===== config.mk =====
export PLATFORM = sky130hd
export DESIGN_NAME = pwm_ramp_ctrl
export DESIGN_NICKNAME = d
export VERILOG_FILES = /design/src/rtl/pwm_ramp_ctrl.sv
export SDC_FILE = /design/constraint.sdc
export NUM_CORES = 1
export LEC_CHECK = 0
export BUFFER_PORTS_ARGS = -buffer_cell sky130_fd_sc_hd__buf_2
export CAP_MARGIN = 30
export CORE_MARGIN = 2
export CORE_UTILIZATION = 47
export DETAILED_ROUTE_END_ITERATION = 10
export PLACE_DENSITY = 0.68
export SLEW_MARGIN = 15
export SYNTH_ARGS = -nofsm -noshare
export SYNTH_HDL_FRONTEND = slang
export SYNTH_SLANG_ARGS = --single-unit

===== constraint.sdc =====
create_clock -name CLK -period 11.3 [get_ports CLK]
set_clock_uncertainty 0.05 [all_clocks]
set_input_delay 0.565 -clock CLK [delete_from_list [all_inputs] [get_ports CLK]]
set_output_delay 0.565 -clock CLK [all_outputs]
set_load 0.05 [all_outputs]

===== src/rtl/pwm_ramp_ctrl.sv =====
// Soft-start / slew-rate limiter for the PWM compare value. It steps DUTY toward the
// effective target only on period-boundary strobes, and it forces DUTY to 0 when ESTOP is asserted.
module pwm_ramp_ctrl #(
    parameter int WIDTH            = 7,
    parameter int STEP             = 4,
    parameter int PERIODS_PER_STEP = 2,
    parameter int MAX_DUTY         = 127
) (
    input  logic             CLK,
    input  logic             RST,
    input  logic             E,
    input  logic             EN,
    input  logic             ESTOP,
    input  logic [WIDTH-1:0] TARGET,
    output logic [WIDTH-1:0] DUTY,
    output logic [1:0]       STATE,
    output logic             AT_TARGET,
    output logic             BUSY
);

    typedef enum logic [1:0] {
        ST_IDLE  = 2'd0,
        ST_RAMP  = 2'd1,
        ST_HOLD  = 2'd2,
        ST_FAULT = 2'd3
    } state_t;

    localparam logic [WIDTH-1:0] DUTY_ZERO = {WIDTH{1'b0}};
    localparam logic [WIDTH-1:0] DUTY_CEIL = WIDTH'(MAX_DUTY);
    localparam logic [WIDTH:0]   STEP_EXT  = (WIDTH+1)'(STEP);
    localparam logic [7:0]       DIV_LAST  = 8'(PERIODS_PER_STEP - 1);

    state_t           state_r;
    logic [WIDTH-1:0] duty_r;
    logic [7:0]       div_r;
    logic             at_target_r;
    logic             busy_r;

    logic [WIDTH-1:0] target_s;
    logic [WIDTH-1:0] next_duty_s;
    logic [WIDTH:0]   up_s;
    logic [WIDTH:0]   dn_s;

    // Effective target: stop and disable both collapse it to zero, otherwise clamp to the ceiling.
    always_comb begin
        target_s = DUTY_ZERO;
        if (ESTOP) begin
            target_s = DUTY_ZERO;
        end else if (EN) begin
            target_s = (TARGET > DUTY_CEIL) ? DUTY_CEIL : TARGET;
        end else begin
            target_s = DUTY_ZERO;
        end
    end

    // One bounded step toward the target, one bit wider so the limit compare never wraps.
    always_comb begin
        up_s        = {1'b0, duty_r} + STEP_EXT;
        dn_s        = {1'b0, duty_r} - STEP_EXT;
        next_duty_s = duty_r;
        if (duty_r < target_s) begin
            next_duty_s = (up_s > {1'b0, target_s}) ? target_s : up_s[WIDTH-1:0];
        end else if (duty_r > target_s) begin
            next_duty_s = (dn_s[WIDTH] || (dn_s[WIDTH-1:0] < target_s)) ? target_s : dn_s[WIDTH-1:0];
        end else begin
            next_duty_s = duty_r;
        end
    end

    // Control FSM; DUTY only moves on a step edge, on stop, or on reset.
    always_ff @(posedge CLK or posedge RST) begin
        if (RST) begin
            state_r     <= ST_IDLE;
            duty_r      <= DUTY_ZERO;
            div_r       <= 8'd0;
            at_target_r <= 1'b0;
            busy_r      <= 1'b0;
        end else if (ESTOP) begin
            state_r     <= ST_FAULT;
            duty_r      <= DUTY_ZERO;
            div_r       <= 8'd0;
            at_target_r <= 1'b0;
            busy_r      <= 1'b0;
        end else begin
            case (state_r)
                ST_FAULT: begin
                    duty_r <= DUTY_ZERO;
                    if (!EN) begin
                        state_r <= ST_IDLE;
                    end
                end
                ST_IDLE: begin
                    if (target_s != DUTY_ZERO) begin
                        state_r <= ST_RAMP;
                        div_r   <= 8'd0;
                        busy_r  <= 1'b1;
                    end
                end
                ST_RAMP: begin
                    if (E) begin
                        if (div_r == DIV_LAST) begin
                            div_r  <= 8'd0;
                            duty_r <= next_duty_s;
                            if ((next_duty_s == target_s) && (target_s != DUTY_ZERO)) begin
                                state_r     <= ST_HOLD;
                                busy_r      <= 1'b0;
                                at_target_r <= 1'b1;
                            end else if ((next_duty_s == DUTY_ZERO) && (target_s == DUTY_ZERO)) begin
                                state_r <= ST_IDLE;
                                busy_r  <= 1'b0;
                            end
                        end else begin
                            div_r <= div_r + 8'd1;
                        end
                    end
                end
                ST_HOLD: begin
                    if (target_s != duty_r) begin
                        state_r     <= ST_RAMP;
                        div_r       <= 8'd0;
                        at_target_r <= 1'b0;
                        busy_r      <= 1'b1;
                    end
                end
                default: begin
                    state_r     <= ST_IDLE;
                    duty_r      <= DUTY_ZERO;
                    div_r       <= 8'd0;
                    at_target_r <= 1'b0;
                    busy_r      <= 1'b0;
                end
            endcase
        end
    end

    assign DUTY      = duty_r;
    assign STATE     = state_r;
    assign AT_TARGET = at_target_r;
    assign BUSY      = busy_r;

endmodule


==> out/metrics.yaml <==
antenna_found_initial: 0
synthesis.instances: 301
slew_viol_final: 0
cts.path.max_buffers: 2
synth_edf_count: 0
hold_buffers: 0
yosysTopAreaCell: "dfrtp_1"
vias: 2382
layout-drive-gt1-share: 0.111
worst-endpoint-arrival_ns: 5.07
cts.sinks: 19
numCtsBuffers: 3
dr.pass1.iters: 5
crit_family: "simple AND/OR/NAND/NOR gates"
yosys_most_used_dff: "dfrtp_1"
drt-initial-drc-count: 200
slew_headroom: 0.502
htree_levels: 1
antenna_cells: 0
crit_start: "DUTY[3]"
initial_utilization: 0.496
hold_violations: 0
die_y_um: 75.1
syn2layout_area_growth_pct: 8.11
yosysWarningCount: 0
io_buffers: 22
min_period_over_period: 0.436
rr_startpoint: "DUTY[3]"
drv_cap: 0
yosys-top-cells-count: "nor2_1, ha_1, nand2_1"
drc: 0
critical_path_class: "flip-flop to flip-flop"
crit_required_ns: 11.44
ant_nets: 0
cts_setup_buffers: 0
critPathLaunchType: "flip-flop"
reg2reg_setup_slack_ns: 6.37
cts_tree: "yes"
grt_setup_unrepaired: "no"
finalCriticalPeriod_ns: 4.93
ys_types: 65
avgViaCountPerCell: 6.22
globalplace.congestion: 0.906
nNetsFinal: 352
worstSkewPairLatency_ns: 0.26
synth_top_area_share: 0.200
cp_cell_sequence: "ha_1 > nand3_1 > xnor2_1 > ha_1 > nand3_1 > nor4b_1 > o21a_1 > and2_1 > a21oi_1 > and4b_1 > a2111oi_1 > nand2_1 > a31oi_4 > mux2i_1"
grt_pass1_vias: 2129
setup_viol: 0
synthArstFlopShare: 1.00
synth_area_per_cell_sq_um: 7.89
fp.dieW_um: 75.1
grt_pass1_wl_um: 10800
cts_resized: 0
ys_seq_area_frac: 0.200
yosysMostFrequentCell: "nor2_1"
critPathSlowestCell: "dfrtp_1"
slowest_delay_ns: 0.70
crit_fanout: 16
dpl.hpwl_um: 5040
max_freq_ghz: 0.203
mappedNetlistNets: 336
synth-seq-cells: 19
holdCritPathClass: "input port to async pin"
tightest_slew_ns: 0.745
grtUsageTotal: 0.251
routed_wl_um: 6540
syn_area_sq_mm: 0.00237
clock-root-buffer: "clkbuf_8"
core_sq_mm: 0.00479
clk_pin_slew_ns: 0.07
status: "completed"
grt_max_degree: 20
num_io_pins: 23
num_rows: 25
tns_ns: 0
end_kind: "flip-flop"
synth_area_leaders: "dfrtp_1, ha_1, nor2_1"
hold_slack_ns: 0.352
path_buf_inv: 0
routedWlPerCell_um: 17.1
design.die.area_sq_mm: 0.00564
grt-ovfl-total: 0
[final cells by class]
cell class | instances | area, sq um
multi-input cells | 254 | 1790
clock buffers | 4 | 45.0
repair buffers | 23 | 118
inverters | 16 | 60.1
flip-flops and latches | 19 | 475
fillers | 463 | 2220
well taps | 67 | 83.8
[final timing paths]
kind,endpoint,depth (start not counted)
min,div_r[1],2
min in group CLK,BUSY,2
max,STATE[0],14
min reg2reg,BUSY,2
max in group asynchronous,DUTY[5],2
max reg2reg,STATE[0],14
[state kept, by name, indices dropped and copies added, names as in the netlist]
register and cells:
BUSY 1, DUTY 7, AT_TARGET 1, div_r 8, STATE 2
[cell usage in the layout (no fill, tap or decap), types with 3 or more instances in the layout]
cell type / count
nor2_1: 33
o21ai_0: 11
a21oi_1: 12
a211oi_1: 5
nor3b_1: 3
dfrtp_1: 19
o31ai_1: 3
o21a_1: 3
a31oi_1: 6
a22o_1: 5
nand3_1: 14
nor4b_1: 3
nand2_1: 22
o211ai_1: 5
nand4_1: 5
and3_1: 3
o21ai_1: 3
clkbuf_8: 3
xnor2_1: 8
ha_1: 23
and2_1: 3
a221oi_1: 3
a21o_1: 5
nor2b_1: 5
mux2i_1: 5
buf_2: 22
nand2b_1: 5
xor2_1: 7
inv_1: 16
nor3_1: 11
[through the flow]
| stage | util | cells | setup slack, ns | instance area (sq um) |
|---|---|---|---|---|
| finish | 0.536 | 383 | 6.37 | 2570 |
| global route | 0.536 | 383 | 5.96 | 2570 |
| CTS | 0.536 | 383 | 6.50 | 2570 |
| detailed placement | 0.527 | 379 | 6.27 | 2520 |
| global placement | 0.527 | 379 | 6.25 | 2520 |
| floorplan | - | 301 | 6.84 | 2370 |
[per-layer routing]
| metal | vias to the layer above | wire length [um] | share of wire | GRT usage |
|---|---|---|---|---|
| met3 | 9 | 471 | 0.072 | 0.0361 |
| li1 | 1168 | - | - | - |
| met5 | - | 0 | 0 | 0 |
| met4 | 0 | 82 | 0.013 | 0.0437 |
| met1 | 1107 | 3190 | 0.49 | 0.383 |
| met2 | 98 | 2800 | 0.43 | 0.377 |
[logic make-up after synthesis]
| group | share of synthesized area |
|---|---|
| AO/OA/AOI/OAI | 0.275 |
| XOR/XNOR | 0.0553 |
| adder cells (fa/ha/maj) | 0.121 |
| buffers and inverters | 0.0479 |
| flip-flops | 0.200 |
| multiplexers | 0.0306 |
| AND/OR/NAND/NOR | 0.270 |
Power is left out: the tool's default activity adds up to more than one toggle a clock period on the data nets, which glitch-free logic cannot reach.
